--- config.mk ---
export PLATFORM = sky130hd
export DESIGN_NAME = pbs_damage_datapath
export DESIGN_NICKNAME = d
export VERILOG_FILES = /design/src/rtl/pbs_damage_datapath.sv
export SDC_FILE = /design/constraint.sdc
export NUM_CORES = 1
export LEC_CHECK = 0
export ABC_CLOCK_PERIOD_IN_PS = 3920
export CAP_MARGIN = 20
export CORE_MARGIN = 2
export CORE_UTILIZATION = 35
export DETAILED_ROUTE_END_ITERATION = 10
export GPL_TIMING_DRIVEN = 0
export PLACE_DENSITY = 0.68
export SYNTH_ARGS = -nofsm -noshare
export SYNTH_HDL_FRONTEND = slang
export SYNTH_SLANG_ARGS = --single-unit
--- constraint.sdc ---
create_clock -name clk -period 3.92 [get_ports clk]
set_clock_uncertainty 0.2 [all_clocks]
set_input_delay 0.784 -clock clk [delete_from_list [all_inputs] [get_ports clk]]
set_output_delay 0.784 -clock clk [all_outputs]
set_load 0.02 [all_outputs]
--- src/rtl/pbs_damage_datapath.sv ---
// Battle damage datapath: latches the player move, holds both HP registers, and applies clamped damage.
// Optional critical hits (LFSR-driven damage doubling plus a crit output) are built when PBS_CRIT_EN is defined.
module pbs_damage_datapath #(
   parameter int HP_W   = 4,
   parameter int MAX_HP = 15,
   parameter int P_ATK  = 3,
   parameter int P_DEF  = 2,
   parameter int AI_ATK = 2,
   parameter int AI_DEF = 1
) (
   input  logic            clk,
   input  logic            reset_n,
   input  logic            load_pm,
   input  logic [1:0]      move_sel,
   input  logic            apply_damage,
   input  logic            active_trainer,
   input  logic            target,
   output logic [HP_W-1:0] p_hp,
   output logic [HP_W-1:0] ai_hp,
   output logic            p_fainted,
   output logic            ai_fainted,
   output logic [HP_W-1:0] last_damage,
   output logic            busy,
   output logic            done
`ifdef PBS_CRIT_EN
   ,
   output logic            crit
`endif
);

   localparam int RW = HP_W + 3;
   localparam logic signed [RW-1:0] DMG_MIN_S = RW'(1);
   localparam logic signed [RW-1:0] DMG_MAX_S = RW'((1 << HP_W) - 1);

   typedef enum logic [1:0] {IDLE, CALC, APPLY, DONE} state_t;

   state_t                 state_r, state_s;
   logic [1:0]             pm_r;
   logic [1:0]             ai_mv_r;
   logic                   att_r;
   logic                   tgt_r;
   logic [HP_W-1:0]        dmg_r;
   logic [HP_W-1:0]        p_hp_r;
   logic [HP_W-1:0]        ai_hp_r;
   logic [HP_W-1:0]        last_damage_r;
   logic                   busy_r;
   logic                   done_r;
   logic [1:0]             mv_s;
   logic signed [RW-1:0]   raw_s;
   logic signed [RW-1:0]   eff_s;
   logic [HP_W-1:0]        dmg_s;
   logic                   crit_s;

   // HP minus damage, floored at zero
   function automatic logic [HP_W-1:0] sat_sub(input logic [HP_W-1:0] hp, input logic [HP_W-1:0] dmg);
      if (hp > dmg) begin
         sat_sub = hp - dmg;
      end else begin
         sat_sub = {HP_W{1'b0}};
      end
   endfunction

`ifdef PBS_CRIT_EN
   logic [7:0] lfsr_r;
   logic       crit_pend_r;
   logic       crit_r;

   // Free-running Fibonacci LFSR, taps 8,6,5,4
   always_ff @(posedge clk or negedge reset_n) begin
      if (!reset_n) begin
         lfsr_r <= 8'hA5;
      end else begin
         lfsr_r <= {lfsr_r[6:0], lfsr_r[7] ^ lfsr_r[5] ^ lfsr_r[4] ^ lfsr_r[3]};
      end
   end

   assign crit_s = (lfsr_r[2:0] == 3'b000);
   assign crit   = crit_r;
`else
   assign crit_s = 1'b0;
`endif

   // Damage for the latched attacker/target; evaluated during CALC
   always_comb begin
      mv_s  = att_r ? ai_mv_r : pm_r;
      raw_s = RW'(mv_s) + RW'(1)
            + (att_r ? RW'(AI_ATK) : RW'(P_ATK))
            - (tgt_r ? RW'(AI_DEF) : RW'(P_DEF));
      if (crit_s) begin
         eff_s = raw_s <<< 1;
      end else begin
         eff_s = raw_s;
      end
      if (eff_s < DMG_MIN_S) begin
         dmg_s = HP_W'(1);
      end else if (eff_s > DMG_MAX_S) begin
         dmg_s = DMG_MAX_S[HP_W-1:0];
      end else begin
         dmg_s = eff_s[HP_W-1:0];
      end
   end

   // Next-state logic; strobes outside IDLE are dropped
   always_comb begin
      state_s = state_r;
      case (state_r)
         IDLE: begin
            if (apply_damage) begin
               state_s = CALC;
            end else begin
               state_s = IDLE;
            end
         end
         CALC:    state_s = APPLY;
         APPLY:   state_s = DONE;
         DONE:    state_s = IDLE;
         default: state_s = IDLE;
      endcase
   end

   // State register
   always_ff @(posedge clk or negedge reset_n) begin
      if (!reset_n) begin
         state_r <= IDLE;
      end else begin
         state_r <= state_s;
      end
   end

   // Datapath registers sequenced by the state machine
   always_ff @(posedge clk or negedge reset_n) begin
      if (!reset_n) begin
         pm_r          <= 2'd0;
         ai_mv_r       <= 2'd0;
         att_r         <= 1'b0;
         tgt_r         <= 1'b0;
         dmg_r         <= {HP_W{1'b0}};
         p_hp_r        <= HP_W'(MAX_HP);
         ai_hp_r       <= HP_W'(MAX_HP);
         last_damage_r <= {HP_W{1'b0}};
         busy_r        <= 1'b0;
         done_r        <= 1'b0;
`ifdef PBS_CRIT_EN
         crit_pend_r   <= 1'b0;
         crit_r        <= 1'b0;
`endif
      end else begin
         done_r <= 1'b0;
`ifdef PBS_CRIT_EN
         crit_r <= 1'b0;
`endif
         if (load_pm) begin
            pm_r <= move_sel;
         end
         case (state_r)
            IDLE: begin
               if (apply_damage) begin
                  att_r  <= active_trainer;
                  tgt_r  <= target;
                  busy_r <= 1'b1;
               end
            end
            CALC: begin
               dmg_r <= dmg_s;
`ifdef PBS_CRIT_EN
               crit_pend_r <= crit_s;
`endif
            end
            APPLY: begin
               last_damage_r <= dmg_r;
               if (tgt_r) begin
                  ai_hp_r <= sat_sub(ai_hp_r, dmg_r);
               end else begin
                  p_hp_r <= sat_sub(p_hp_r, dmg_r);
               end
            end
            DONE: begin
               done_r <= 1'b1;
               busy_r <= 1'b0;
`ifdef PBS_CRIT_EN
               crit_r <= crit_pend_r;
`endif
               if (att_r) begin
                  ai_mv_r <= ai_mv_r + 2'd1;
               end
            end
            default: begin
               busy_r <= 1'b0;
            end
         endcase
      end
   end

   assign p_hp        = p_hp_r;
   assign ai_hp       = ai_hp_r;
   assign last_damage = last_damage_r;
   assign busy        = busy_r;
   assign done        = done_r;
   assign p_fainted   = (p_hp_r == {HP_W{1'b0}});
   assign ai_fainted  = (ai_hp_r == {HP_W{1'b0}});

endmodule

== Word-level counts from Yosys, hierarchy flattened ==
Cells that the tools add are included.

* Equality and inequality tests: 4
* Reduce and logical (&&, ||, !) cells: 9
* $add $sub $neg: 6
* Multiplexer cells: 12
* Bitwise operators: 1
* $lt $le $gt $ge: 4

{| class="wikitable"
|+ Operators with widths
! operator !! number
|-
| $mux W4 || 4
|-
| $reduce_and A2 Y1 || 5
|-
| $gt A4 B4 Y1 || 2
|-
| $logic_not A4 Y1 || 2
|-
| $pmux W2 S4 || 1
|-
| $sub A4 B4 Y4 || 2
|-
| $gt A5 B5 Y1 const B || 1
|-
| $lt A5 B2 Y1 const B || 1
|-
| $sub A4 B2 Y5 || 1
|-
| $add A3 B2 Y4 || 1
|-
| $eq A2 B2 Y1 const B || 2
|-
| $mux W1 || 4
|-
| $mux W2 || 2
|-
| $add A2 B1 Y3 const B || 1
|-
| $add A2 B1 Y2 const B || 1
|-
| $eq A2 B1 Y1 const B || 1
|-
| $logic_not A2 Y1 || 1
|-
| $ne A2 B2 Y1 const B || 1
|-
| $pmux W1 S2 || 1
|-
| $reduce_bool A2 Y1 || 1
|-
| $not A1 Y1 || 1
|}

* Flip-flop bits (word level): 26

== Depth between registers and ports, before layout ==
* Word-level depth: 7
* Mapped depth: 8

== Worst setup path before layout ==
Ideal clock, no wire load.

* Path kind: flip-flop to output port
* From: register ai_hp_r[0] (netlist: ai_hp[0])
* To: output ai_fainted
* Path slack: 1805 ps
* Data required time: 2936 ps
* Arrival: 1131 ps
* Stages on the path, launching flop included: 2
* Cells stage by stage: dfstp_2 -> nor4_1

* Cells in the longest elaborated chain, start to end: 1

{| class="wikitable"
|+ Ends and longest elaborated chain
! element !! RTL line !! text
|-
| start: declaration || 44 || <nowiki>logic [HP_W-1:0] ai_hp_r;</nowiki>
|-
| start signal: assignment || 139 || <nowiki>ai_hp_r <= HP_W'(MAX_HP);</nowiki>
|-
| start signal: assignment || 172 || <nowiki>ai_hp_r <= sat_sub(ai_hp_r, dmg_r);</nowiki>
|-
| $logic_not A4 Y1 || 200 || <nowiki>assign ai_fainted = (ai_hp_r == {HP_W{1'b0}});</nowiki>
|-
| end: declaration || 21 || <nowiki>output logic ai_fainted,</nowiki>
|}

No other way between the ends.

== Worst setup path after layout ==
* From: register ai_hp_r[3] (netlist: ai_hp[3])
* To: output ai_fainted

The elaborated chain is that of the path after synthesis.

==> metrics.csv <==
metric,value,unit
post_cts_buffers,0,
nFillCells,334,
cts_buffers,3,
hpwlAfterDp,1.76,mm
grtUsageTotal,0.124,
combPwrFrac,0.539,
die_h,64.1,um
switchingPower,579,uW
antenna_left,0,
clock_sinks,24,
finalNonFillerCells,185,
start_util,0.371,
end_kind,output pin,
clk_latency,0.32,ns
port-buffer-count,22,
worstSetupPathType,reg -> out,
drt_iter0_markers,40,
post-route-period-util,0.673,
worst_ep_arrival_time,1.65,ns
synth.top_cells.by_area,"dfrtp_1 (32%), dfstp_2 (17%), ha_1 (9.9%)",
vias_per_cell,4.91,
synth_flop_cell,dfrtp_1,
synth_warnings,0,
power.density,878,mW/mm^2
required,2.94,ns
area_delta_synth_final,28.3,%
synth_fp_nets,134,
vias,909,
avgSynthCellArea,11.3,um^2
period_minus_slack,2.64,ns
dr.pass1.iters,2,
cts_tree,done,
die_area,0.00411,mm^2
postSynth.asyncResetShare,1.00,
run_status,"complete, no violations",
yosysTopAreaCellShare,0.316,
hold_viol,0,
switching_share,0.406,
htree_levels,1,
syn-cell-area,0.00127,mm^2
yosys_register_bits,24,
ys_seq_area_frac,0.482,
cts_hold_repair.buffers,0,
grt_pass1_vias,955,
dieWidth,64.1,um
p_int,847,uW
boundaryPins,24,
p_leak,0.697,nW
grt_pass1_wl,4.04,mm
yosysMostFrequentCell,dfrtp_1,
fmax,379,MHz
seqPwrFrac,0.334,
placed_cells,180,
insertedDiodeCount,0,
clkTransAtPathRegs,0.14,ns
overflow,0,
timing.final.max_slew_violations,0,
setup_tns,0,ns
rsz0062_at_grt,false,
critPathLaunchType,flip-flop,
coreArea,0.00342,mm^2
antenna_found_initial,0,
met1_usage,0.140,
power.total,1.43,mW
multi_input_area,607,um^2
finalSetupViolCount,0,
critPathMaxFanout,6,
nets,162,
ir_drop,0.000422,V
seq_area,611,um^2
wl,2.31,mm
cts_resized,0,
drive_above_1_share,0.158,
yosysTopAreaCell,dfrtp_1,
syn_inst,112,
grt_util_met3,0.0317,
grt_max_degree,25,
drc_errors,0,
clockPowerShare,0.128,
rows,21,
wl_per_cell,12.5,um
ctsRootBufferMaster,clkbuf_4,
min-delay-path-class,reg -> reg,
gp_congestion,0.773,
cts_buffer_depth,2,
synth_edf_count,0,
synth_common_cells,"dfrtp_1 (16), inv_1 (11), nand2_1 (11)",
synth_cell_types,28,
maxCapViolCount,0,
grt-busiest-layer,met2,
grt_util_met2,0.233,
[stage by stage]
stage / hold WS (ns) / instance area (um^2) / utilization / setup slack, ns
after floorplan: 0.245 / 1270 / - / 1.81
after global placement: 0.264 / 1540 / 0.452 / 1.65
after detailed placement: 0.264 / 1540 / 0.452 / 1.59
after CTS: 0.288 / 1600 / 0.467 / 1.28
after global routing: 0.297 / 1620 / 0.475 / 1.15
final: 0.283 / 1620 / 0.475 / 1.28
[per-layer routing]
layer	up-vias	wire length, um
met5	-	0
met4	0	12
met3	2	84
met2	20	1220
met1	448	991
li1	439	-
[state kept, by name (all words and copies together), names as in the netlist]
register / flops
ai_hp: 4
ai_mv_r: 2
att_r: 1
busy: 1
dmg_r: 3
done: 1
last_damage: 3
p_hp: 4
pm_r: 2
state_r: 2
tgt_r: 1
[final timing paths]
kind / start / to / slack, ns / depth (start not counted)
worst min-delay path: ai_mv_r[1] / ai_mv_r[1] / 0.28 / 1
max in group asynchronous: reset_n / ai_hp[3] / 2.44 / 2
worst min register to register: ai_mv_r[1] / ai_mv_r[1] / 0.28 / 1
worst max register to register: ai_hp[0] / ai_hp[2] / 1.87 / 8
min in group asynchronous: reset_n / pm_r[1] / 0.56 / 1
worst max-delay path: ai_hp[3] / ai_fainted / 1.28 / 2
[power groups by stage]
stage | clock network (mW) | logic, mW | registers, mW
CTS | 0.188 | 0.776 | 0.478
global placement | 0 | 0.739 | 0.476
global route | 0.199 | 0.861 | 0.498
finish | 0.182 | 0.768 | 0.476
detailed placement | 0 | 0.771 | 0.483
floorplan | 0 | 0.460 | 0.524
[critical path: stages (launching register included)]
cell	delay [ns]
dfstp_2	0.42
nor4_1	0.27
clkdlybuf4s50_1	0.65
[cell usage in the layout, fill, tap and decap left out, types with 2 or more instances in the layout]
master	instances
clkbuf_4	3
nand3_1	2
o31ai_1	5
dfrtp_1	16
xnor2_1	4
a31oi_1	3
mux2i_1	2
nor4_1	2
o21ai_0	4
clkdlybuf4s50_1	22
a21oi_1	5
mux2_2	7
fa_1	4
nor2_1	6
nand2_1	11
dfstp_2	8
inv_1	11
ha_1	10
[kinds of logic after synthesis]
group | Yosys count | synth area share
xor+xnor | 4 | 0.0277
flops | 24 | 0.482
mux | 10 | 0.0870
compound gates | 23 | 0.116
fa+ha+maj | 14 | 0.162
simple gates | 24 | 0.0840
other cells | 1 | 0.00296
buf+inv | 12 | 0.0385
[layout make-up]
cell class / count / area share
Sequential cell: 24 / 0.376
Multi-Input combinational cell: 76 / 0.374
Timing Repair Buffer: 23 / 0.153
Tap cell: 46 / 0.0354
Inverter: 11 / 0.0254
Clock inverter: 1 / 0.0185
Clock buffer: 3 / 0.0139
Buffer: 1 / 0.00462
Power figures use the tool's default switching activity.
